`config.mk`:
```
export PLATFORM = sky130hd
export DESIGN_NAME = i2c_target_receiver
export DESIGN_NICKNAME = d
export VERILOG_FILES = /design/src/rtl/i2c_target_receiver.sv
export SDC_FILE = /design/constraint.sdc
export NUM_CORES = 1
export LEC_CHECK = 0
export ABC_CLOCK_PERIOD_IN_PS = 3100
export BUFFER_PORTS_ARGS = -buffer_cell sky130_fd_sc_hd__buf_2
export CORE_MARGIN = 2
export CORE_UTILIZATION = 50
export CTS_BUF_LIST = sky130_fd_sc_hd__clkbuf_8
export CTS_CLUSTER_SIZE = 20
export DETAILED_ROUTE_END_ITERATION = 16
export GPL_ROUTABILITY_DRIVEN = 0
export PLACE_DENSITY = 0.76
export RECOVER_POWER = 25
export SLEW_MARGIN = 10
export SYNTH_ARGS = -nofsm -noshare
export SYNTH_HDL_FRONTEND = slang
export SYNTH_SLANG_ARGS = --single-unit
```
`constraint.sdc`:
```
create_clock -name clk -period 3.1 [get_ports clk]
set_input_delay 0.31 -clock clk [delete_from_list [all_inputs] [get_ports clk]]
set_output_delay 0.31 -clock clk [all_outputs]
set_load 0.02 [all_outputs]
```
`src/rtl/i2c_target_receiver.sv`:
```
// I2C target-side write receiver.
// Oversamples SCL/SDA, detects START/STOP, and shifts in the address byte and
// the data bytes. ACK/NACK is driven on SDA through an open-drain enable.
// Data bytes that were ACKed are handed to local logic over valid/ready.
//
// state     | meaning
// ----------+------------------------------------------------------------
// IDLE      | bus free, waiting for START
// ADDR      | shifting in {addr[6:0], rw}
// ADDR_ACK  | driving ACK for our address through the 9th SCL pulse
// DATA      | shifting in a data byte
// DATA_ACK  | driving ACK for an accepted data byte through the 9th pulse
// DATA_NACK | byte dropped (consumer full); SDA released through 9th pulse
// IGNORE    | foreign address or read request; wait for START/STOP
module i2c_target_receiver #(
  parameter logic [6:0] DEV_ADDR = 7'h42
) (
  input  logic       clk,
  input  logic       reset,
  input  logic       scl_in,
  input  logic       sda_in,
  output logic       sda_oe,
  output logic [7:0] rx_data,
  output logic       rx_valid,
  input  logic       rx_ready,
  output logic       rx_first,
  output logic       start_det,
  output logic       stop_det,
  output logic       overflow,
  output logic       busy,
  output logic [7:0] byte_count
);

  typedef enum logic [2:0] {
    IDLE, ADDR, ADDR_ACK, DATA, DATA_ACK, DATA_NACK, IGNORE
  } state_t;

  state_t      state, state_n;
  logic [2:0]  scl_sync, sda_sync;
  logic [3:0]  bit_cnt, bit_cnt_n;
  logic [7:0]  shift, shift_n;
  logic [7:0]  byte_count_n, rx_data_n;
  logic        rx_valid_n, rx_first_n, sda_oe_n;
  logic        start_det_n, stop_det_n, overflow_n;
  logic        scl_rise, scl_fall, sda_rise, sda_fall, scl_high, sda_bit;
  logic        start_cond, stop_cond;

  // Synchronize the pads; the third stage gives the previous value for edges.
  always_ff @(posedge clk) begin
    if (reset) begin
      scl_sync <= 3'b111;
      sda_sync <= 3'b111;
    end else begin
      scl_sync <= {scl_sync[1:0], scl_in};
      sda_sync <= {sda_sync[1:0], sda_in};
    end
  end

  assign scl_high   = scl_sync[1];
  assign sda_bit    = sda_sync[1];
  assign scl_rise   = scl_sync[1] & ~scl_sync[2];
  assign scl_fall   = ~scl_sync[1] & scl_sync[2];
  assign sda_rise   = sda_sync[1] & ~sda_sync[2];
  assign sda_fall   = ~sda_sync[1] & sda_sync[2];
  assign start_cond = sda_fall & scl_high;
  assign stop_cond  = sda_rise & scl_high;
  assign busy       = (state != IDLE);

  // State and datapath registers.
  always_ff @(posedge clk) begin
    if (reset) begin
      state      <= IDLE;
      bit_cnt    <= 4'd0;
      shift      <= 8'h00;
      byte_count <= 8'h00;
      rx_data    <= 8'h00;
      rx_valid   <= 1'b0;
      rx_first   <= 1'b0;
      sda_oe     <= 1'b0;
      start_det  <= 1'b0;
      stop_det   <= 1'b0;
      overflow   <= 1'b0;
    end else begin
      state      <= state_n;
      bit_cnt    <= bit_cnt_n;
      shift      <= shift_n;
      byte_count <= byte_count_n;
      rx_data    <= rx_data_n;
      rx_valid   <= rx_valid_n;
      rx_first   <= rx_first_n;
      sda_oe     <= sda_oe_n;
      start_det  <= start_det_n;
      stop_det   <= stop_det_n;
      overflow   <= overflow_n;
    end
  end

  // Next-state logic. bit_cnt counts samples 0..8 in ADDR/DATA; in the ACK
  // states it only records that the 9th rising edge has been seen.
  always_comb begin
    state_n      = state;
    bit_cnt_n    = bit_cnt;
    shift_n      = shift;
    byte_count_n = byte_count;
    rx_data_n    = rx_data;
    rx_valid_n   = rx_valid & ~rx_ready;
    rx_first_n   = rx_first;
    sda_oe_n     = sda_oe;
    start_det_n  = 1'b0;
    stop_det_n   = 1'b0;
    overflow_n   = 1'b0;

    if (start_cond) begin
      state_n      = ADDR;
      bit_cnt_n    = 4'd0;
      byte_count_n = 8'h00;
      sda_oe_n     = 1'b0;
      start_det_n  = 1'b1;
    end else if (stop_cond) begin
      state_n    = IDLE;
      bit_cnt_n  = 4'd0;
      sda_oe_n   = 1'b0;
      stop_det_n = 1'b1;
    end else begin
      case (state)
        ADDR: begin
          if (scl_rise && bit_cnt != 4'd8) begin
            shift_n   = {shift[6:0], sda_bit};
            bit_cnt_n = bit_cnt + 4'd1;
          end else if (scl_fall && bit_cnt == 4'd8) begin
            bit_cnt_n = 4'd0;
            if (shift == {DEV_ADDR, 1'b0}) begin
              sda_oe_n = 1'b1;
              state_n  = ADDR_ACK;
            end else begin
              sda_oe_n = 1'b0;
              state_n  = IGNORE;
            end
          end
        end
        DATA: begin
          if (scl_rise && bit_cnt != 4'd8) begin
            shift_n   = {shift[6:0], sda_bit};
            bit_cnt_n = bit_cnt + 4'd1;
          end else if (scl_fall && bit_cnt == 4'd8) begin
            bit_cnt_n = 4'd0;
            if (!rx_valid || rx_ready) begin
              rx_data_n    = shift;
              rx_valid_n   = 1'b1;
              rx_first_n   = (byte_count == 8'h00);
              byte_count_n = (byte_count == 8'hFF) ? 8'hFF : byte_count + 8'd1;
              sda_oe_n     = 1'b1;
              state_n      = DATA_ACK;
            end else begin
              overflow_n = 1'b1;
              sda_oe_n   = 1'b0;
              state_n    = DATA_NACK;
            end
          end
        end
        ADDR_ACK, DATA_ACK, DATA_NACK: begin
          if (scl_rise) begin
            bit_cnt_n = 4'd1;
          end else if (scl_fall && bit_cnt != 4'd0) begin
            bit_cnt_n = 4'd0;
            sda_oe_n  = 1'b0;
            state_n   = DATA;
          end
        end
        default: begin
        end
      endcase
    end
  end

endmodule

```
==> impl_metrics.toml <==
[status]
status = "finished clean"

[timing]
rsz0062_at_grt = "no"
fin_ws_ns = 0.9152
setup_tns_ns = 0
fmax_mhz = 457.7
fin_hold_ws_ns = 0.1904
max_slew_margin_pct = 25.70
worst_slew_pin_slew_ns = 1.114
min_period_over_period_pct = 70.48
finalMaxSlewViolations = 0
final-hold-violation-count = 0
min_period_ns = 2.185
setup_viol = 0
fin_skew_ns = 0.01176

[pwr]
p_leak_nw = 0.8388
peakVddDrop_mv = 0.3158
power.density_nw_per_um2 = 475.8
power_mw = 1.110

[route]
wire_per_inst_um = 14.11
num_vias = 1790
drcViolationCount = 0
detail-route-antenna-nets = 0
detail_route.vias_per_cell = 5.812
wirelength_um = 4345
dr.pass1.iters = 4
drt_iter0_drc = 130

[finish]
final_net_count = 266
final_util_pct = 58.34
final_area_um2 = 2333
area_growth_pct = 12.55
multi_input_area_um2 = 1112
diodes = 0
fin_cells = 308
nFillCells = 377
seq_area_um2 = 860.8
drive_above_1_share_pct = 14.73

[logic_synthesis]
syn_area_um2 = 2073
ys_seq_elements = 43
synth_simple_gate_area_share_pct = 26.67
postSynthAreaPerCell_um2 = 8.785
synth_edf_count = 0
synth_top_family_by_area = "simple AND/OR/NAND/NOR gates"
synth_xor_area_share_pct = 0.4225
synth_mux_area_share_pct = 4.345
synth_nets = 245
synth-async-reset-ratio_pct = 0
ys_warn_count = 0
synth_ff_type = "dfxtp_1"
ys_types = 55
synth-compound-area-share_pct = 19.79
synthCells = 236
synthAdderAreaFrac_pct = 2.414
ys_seq_area_share_pct = 41.52

[job]
cap_violations = 0

[worst_setup_path]
crit-reg2reg-launch = "bit_cnt[0]"
worstSetupStartpointType = "flop"
end_kind = "flop"
cp_data_arrival_time_ns = 2.36
worstSetupPathType = "reg -> reg"
crit_path_start = "bit_cnt[0]"
required_ns = 3.27
crit_fanout = 13

[die]
start_util_pct = 51.83
die_y_um = 68.40
io_pins = 28
core-area_um2 = 4000
die_x_um = 68.40
rows = 23
dieArea_um2 = 4678

[global_routing]
grt_max_degree = 31
grt_pass1_vias = 1568
grt_pass1_wl_um = 6955
overflow = 0
track_usage_pct = 19.80
antenna_found_initial = 0

[clock_tree]
clk_path_buf_depth = 2
post-cts-setup-buffers = 0
cts_inserted_buffers = 5
clk_latency_ns = 0.30
cts_htree_levels = 2
ctsHoldBuffers = 0
path_clk_slew_ns = 0.08
cts_resized = 0
cts_tree = "yes"
clock-sinks = 43
root_buffer = "clkbuf_8"

[min_path]
worstHoldStart = "scl_in"
hp-class = "in -> reg"

[placed_design]
dp_slack_ns = 0.9132
portBuffers = 27
placed_area_um2 = 2212
dpl.cell_count = 300
hpwl_um = 2985
[routing by layer]
metal | global-route usage, % | vias to the layer above | part of all wire (%)
met4 | 7.250 | 0 | 1.2
met1 | 24.77 | 820 | 46
li1 | - | 901 | -
met2 | 31.73 | 63 | 46
met3 | 6.250 | 6 | 6.9
met5 | 0 | - | 0
[critical path, stage by stage (launching register included)]
cell      delay [ns]
dfxtp_1         0.35
inv_1           0.08
ha_1            0.27
and3b_1         0.35
nand4_1         0.52
nor2_1          0.35
a311oi_1        0.13
[sequential cells by signal (all words and copies together), names as in the netlist]
signal / flops
overflow: 1
stop_det: 1
sda_sync: 3
bit_cnt: 4
shift: 8
byte_count: 8
start_det: 1
rx_data: 8
state: 3
rx_valid: 1
scl_sync: 3
sda_oe: 1
rx_first: 1
[power by group]
part           internal, mW  switching [mW]  total, mW
logic                0.0140          0.0248     0.0388
clock network         0.319           0.190      0.508
registers             0.557         0.00679      0.563
total                 0.889           0.221       1.11
[cell families (layout without fill, tap and decap cells)]
family / Yosys count / after routing
flip-flops: 43 / 43
buffers and inverters: 23 / 45
adder cells (fa/ha/maj): 4 / 4
multiplexers: 9 / 9
XOR/XNOR: 1 / 1
AND/OR/NAND/NOR: 98 / 98
AO/OA/AOI/OAI: 58 / 58
[Yosys cell counts, drive strengths merged (2+ instances only)]
library cell,n,area [um2]
a21oi,21,105.1
nand4,3,18.77
nor4b,3,26.28
nor2,16,60.06
a2111oi,2,36.29
a41oi,2,17.52
a31oi,3,18.77
o21ai,7,35.03
o221a,3,33.78
ha,4,50.05
nand2,28,105.1
dfxtp,43,860.8
nand2b,8,50.05
nor4,2,27.53
nand3b,2,27.53
nand4b,2,17.52
inv,9,33.78
or2,7,43.80
buf,4,28.78
o31ai,2,15.01
a311oi,5,43.79
nor3,5,25.02
a211oi,3,22.52
mux2i,9,90.09
nor3b,2,15.01
o21bai,2,15.01
clkbuf,10,37.54
nand3,11,55.05
[worst paths after layout]
kind                         to  slack, ns  cells past startpoint
setup reg to reg  byte_count[2]       0.92                      6
hold / removal      scl_sync[0]       0.19                      2
setup / recovery  byte_count[2]       0.92                      6
hold reg to reg     sda_sync[1]       0.41                      1
[placed cells by master (no fill, tap or decap), types with 8 or more instances in the layout]
master / instances
inv_1: 9
nand2_1: 28
buf_2: 18
clkbuf_1: 9
nand3_1: 11
nand2b_1: 8
nor2_1: 16
dfxtp_1: 43
mux2i_1: 9
a21oi_1: 21
[layout make-up]
cell class | count | share of cell area (%)
multi-input cells | 170 | 47.67
flip-flops and latches | 43 | 36.89
repair buffers | 28 | 5.630
clock buffers | 5 | 2.949
clock inverters | 3 | 2.735
well taps | 50 | 2.681
inverters | 9 | 1.448
Power figures use the tool's default switching activity.
